--- config.mk ---
export PLATFORM = sky130hd
export DESIGN_NAME = pla_sweep_sequencer
export DESIGN_NICKNAME = d
export VERILOG_FILES = /design/src/rtl/pla_sweep_sequencer.sv
export SDC_FILE = /design/constraint.sdc
export NUM_CORES = 1
export LEC_CHECK = 0
export BUFFER_PORTS_ARGS = -buffer_cell sky130_fd_sc_hd__buf_2
export CORE_UTILIZATION = 55
export CTS_BUF_LIST = sky130_fd_sc_hd__clkbuf_4 sky130_fd_sc_hd__clkbuf_8
export DETAILED_ROUTE_END_ITERATION = 7
export PLACE_DENSITY = 0.8
export SLEW_MARGIN = 20
export SYNTH_ARGS = -nofsm -noshare
export SYNTH_HDL_FRONTEND = slang
export SYNTH_SLANG_ARGS = --single-unit
export TNS_END_PERCENT = 30
--- constraint.sdc ---
create_clock -name clk -period 3.6 [get_ports clk]
set_clock_uncertainty 0.05 [all_clocks]
set_input_delay 0.36 -clock clk [delete_from_list [all_inputs] [get_ports clk]]
set_output_delay 0.36 -clock clk [all_outputs]
set_load 0.02 [all_outputs]
--- src/rtl/pla_sweep_sequencer.sv ---
// Exhaustive subcube sweep driver for a 12-input, single-output function under test.
// Enumerates the free variables in increasing binary order and reports ON-set size and first ON point.
module pla_sweep_sequencer #(
    parameter int N      = 12,
    parameter int SETTLE = 1
) (
    input  logic         clk,
    input  logic         rst,
    input  logic         start,
    input  logic [N-1:0] free_mask,
    input  logic [N-1:0] fix_val,
    output logic [N-1:0] x,
    input  logic         y0,
    output logic         busy,
    output logic         done,
    output logic [N:0]   on_count,
    output logic [N-1:0] first_on,
    output logic         found
);

    localparam int HW = (SETTLE > 1) ? $clog2(SETTLE) : 1;
    localparam logic [HW-1:0] HOLD_LAST = HW'(SETTLE - 1);

    typedef enum logic [1:0] {
        IDLE,
        RUN,
        DONE
    } state_e;

    state_e        state_q, state_d;
    logic [N-1:0]  mask_q, mask_d;
    logic [N-1:0]  fix_q, fix_d;
    logic [N-1:0]  cnt_q, cnt_d;
    logic [HW-1:0] hold_q, hold_d;
    logic [N-1:0]  x_q, x_d;
    logic [N:0]    onCount_q, onCount_d;
    logic [N-1:0]  firstOn_q, firstOn_d;
    logic          found_q, found_d;

    logic          sampleEdge;
    logic          lastPoint;
    logic [N-1:0]  cntNext;

    // Setting the fixed bits before the +1 makes the carry ripple across them, so only free bits count.
    assign sampleEdge = (hold_q == HOLD_LAST);
    assign lastPoint  = &(cnt_q | ~mask_q);
    assign cntNext    = ((cnt_q | ~mask_q) + N'(1)) & mask_q;

    always_ff @(posedge clk) begin
        if (rst) begin
            state_q   <= IDLE;
            mask_q    <= '0;
            fix_q     <= '0;
            cnt_q     <= '0;
            hold_q    <= '0;
            x_q       <= '0;
            onCount_q <= '0;
            firstOn_q <= '0;
            found_q   <= 1'b0;
        end else begin
            state_q   <= state_d;
            mask_q    <= mask_d;
            fix_q     <= fix_d;
            cnt_q     <= cnt_d;
            hold_q    <= hold_d;
            x_q       <= x_d;
            onCount_q <= onCount_d;
            firstOn_q <= firstOn_d;
            found_q   <= found_d;
        end
    end

    always_comb begin
        state_d   = state_q;
        mask_d    = mask_q;
        fix_d     = fix_q;
        cnt_d     = cnt_q;
        hold_d    = hold_q;
        x_d       = x_q;
        onCount_d = onCount_q;
        firstOn_d = firstOn_q;
        found_d   = found_q;

        case (state_q)
            IDLE, DONE: begin
                if (start) begin
                    state_d   = RUN;
                    mask_d    = free_mask;
                    fix_d     = fix_val & ~free_mask;
                    cnt_d     = '0;
                    hold_d    = '0;
                    x_d       = fix_val & ~free_mask;
                    onCount_d = '0;
                    firstOn_d = '0;
                    found_d   = 1'b0;
                end else if (state_q == DONE) begin
                    state_d = IDLE;
                end
            end
            RUN: begin
                if (sampleEdge) begin
                    if (y0) begin
                        onCount_d = onCount_q + (N+1)'(1);
                        if (!found_q) begin
                            firstOn_d = x_q;
                            found_d   = 1'b1;
                        end
                    end
                    hold_d = '0;
                    // The last point stays on x through DONE so the caller can still see it.
                    if (lastPoint) begin
                        state_d = DONE;
                    end else begin
                        cnt_d = cntNext;
                        x_d   = cntNext | fix_q;
                    end
                end else begin
                    hold_d = hold_q + HW'(1);
                end
            end
            default: begin
                state_d = IDLE;
            end
        endcase
    end

    assign x        = x_q;
    assign busy     = (state_q == RUN);
    assign done     = (state_q == DONE);
    assign on_count = onCount_q;
    assign first_on = firstOn_q;
    assign found    = found_q;

endmodule

==> impl_metrics.ini <==
[synthesis]
synth-seq-cells = 76
synth_warnings = 0
syn-num-nets = 437
synthArstFlopShare = 0
synthCells = 407
syn-cell-area_mm2 = 0.00343
synth_cell_types = 62
synth_area_per_cell_um2 = 8.43
synth_edf_count = 0
yosysSeqAreaShare = 0.443
ys.flop_type = dfxtp_1

[floorplan]
core_mm2 = 0.00596
row_count = 28
initial_utilization = 0.576
num_io_pins = 68
die_w_um = 81.0
die_area_mm2 = 0.00656
die_h_um = 81.0

[sta]
min_period_ps = 2450
slew_headroom = 0.282
hold_violations = 0
rsz0062_at_grt = false
setup_viol_count_final = 0
finalSetupTns_ps = 0
worst_slew_pin_slew_ps = 1080
drv_slew = 0
max_freq_mhz = 408
period_share = 0.680

[final_layout]
layout_commonest_cell = dfxtp_1
fill_cells = 509
final_layout_size_suffix_gt1_frac = 0.222
fin_area_mm2 = 0.00409
nets = 498
area_delta_synth_final_pct = 19.1
final_cell_mix = dfxtp_1, buf_2, nand2_1, a21oi_1, nor2_1
regArea_mm2 = 0.00152
n_antenna_cell = 0
multiInputGateArea_mm2 = 0.00181

[setup_path]
cp-start-kind = flip-flop
crit_path_end_kind = flip-flop
critical_path_class = flip-flop to flip-flop
crit_required_ps = 3790
crit_arrival_ps = 2640
cp_max_fo = 19

[placed_design]
io_buffers = 67
gp_congestion = 0.879
placed_area_mm2 = 0.00381
place_hpwl_mm = 5.72

[grt]
antenna_found_initial = 0
grt_overflow = 0
grt_usage = 0.277
grt_max_degree = 49
grt_pass1_vias = 2946
grt_pass1_wl_mm = 13.8

[route]
routed_wl_mm = 8.60
drt_iter0_markers = 243
first_pass_iters = 5
vias_per_cell = 6.01
wire_per_inst_um = 15.7
vias = 3291
drc_errors = 0
drtAntennaViolNets = 0

[pwr]
ir_drop_uv = 310
p_switching_mw = 0.590
p_per_area_mw_per_mm2 = 529
power_frac_clock = 0.402
p_seq_frac = 0.424
p_int_mw = 1.57
leakage_nw = 1.67
p_comb_frac = 0.174
swShare = 0.273

[min_path]
hold_class = input port to flip-flop

[run]
cap_violations = 0

[cts]
clk_latency_ps = 350
post_cts_buffers = 0
cts.htree.levels = 3
cts_tree = built
cts_resized = 0
numCtsBuffers = 9
cts_max_path_buffers = 2
holdBufCountCts = 0
clk_pin_slew_worst_paths_ps = 80
cts_root_buffer = clkbuf_8
cts.sinks = 76

[status]
status = completed
sequential cells by signal, summed over array words and instances (netlist names):
| name | flops |
|---|---|
| found | 1 |
| on_count | 13 |
| fix_q | 12 |
| mask_q | 12 |
| x | 12 |
| first_on | 12 |
| state_q | 2 |
| cnt_q | 12 |
routing by layer:
layer	vias to the layer above	track usage	wire length, um
met5	-	0	0
met4	0	0.121	153
met3	17	0.0517	519
met2	117	0.441	4010
met1	1562	0.364	3910
li1	1595	-	-
final timing paths:
check | startpoint | endpoint | slack (ps) | cells past startpoint
worst max-delay path | state_q[0]$_SDFFE_PP0P_ | x[5]$_SDFFE_PP0P_ | 1150 | 7
worst min-delay path | free_mask[11] | mask_q[11]$_SDFFE_PP0P_ | 200 | 3
worst max register to register | state_q[0]$_SDFFE_PP0P_ | x[5]$_SDFFE_PP0P_ | 1150 | 7
worst min register to register | cnt_q[0]$_SDFFE_PP0P_ | cnt_q[0]$_SDFFE_PP0P_ | 400 | 2
cell usage after synthesis, types with 4 or more instances:
library cell  instances  share of area
o21ai_0               5         0.0073
dfxtp_1              76           0.44
nand3_1              16          0.023
clkbuf_1             14          0.015
a22o_1               10          0.026
nand3b_1              5          0.011
o211ai_1              5          0.011
or3_1                 5         0.0091
a211oi_1              5          0.011
nand4_1               4         0.0073
nor2_1               34          0.037
buf_1                 5         0.0055
nor2b_1               9          0.016
o311ai_0              6          0.015
nor3_1                9          0.013
nand2b_1             10          0.018
a21oi_1              51          0.074
nand2_1              66          0.072
area by class of cell:
| class | instances | area share |
|---|---|---|
| flip-flops and latches | 76 | 0.372 |
| multi-input cells | 305 | 0.443 |
| clock inverters | 4 | 0.0294 |
| repair buffers | 72 | 0.0912 |
| well taps | 75 | 0.0230 |
| inverters | 4 | 0.00367 |
| clock buffers | 12 | 0.0373 |
stage by stage:
stage          hold WS (ps)  setup slack [ps]  cells  total power [mW]  utilization
6_report                200              1150    548              2.16        0.686
5_1_grt                 211               970    548              2.25        0.686
4_1_cts                 200              1190    548              2.16        0.686
3_5_place_dp            394              1110    532              1.30        0.641
3_3_place_gp            385              1200    532              1.30        0.641
2_1_floorplan           377              1710    407              1.19            -
critical path: stages (launching register included):
cell	delay, ps
dfxtp_1	410
nand2b_1	80
buf_4	210
inv_2	320
nor2_1	150
a41oi_2	550
nor2_1	270
a22o_1	300
power by group through the flow:
stage	registers [mW]	logic (mW)	clock network, mW
finish	0.918	0.375	0.869
detailed placement	0.936	0.368	0
CTS	0.917	0.373	0.875
floorplan	0.957	0.235	0
global placement	0.935	0.360	0
global route	0.922	0.412	0.912
cells by family (layout without fill, tap and decap cells):
family | count (synthesis) | count (layout) | synth area share
buffers and inverters | 26 | 92 | 0.0295
muxes | 5 | 5 | 0.0153
adders and majority gates | 2 | 2 | 0.00729
and+or+nand+nor | 183 | 183 | 0.270
DFF | 76 | 76 | 0.443
AOI/OAI and AO/OA | 112 | 112 | 0.227
xor gates and xnor gates | 3 | 3 | 0.00766
Power figures use the tool's default switching activity.
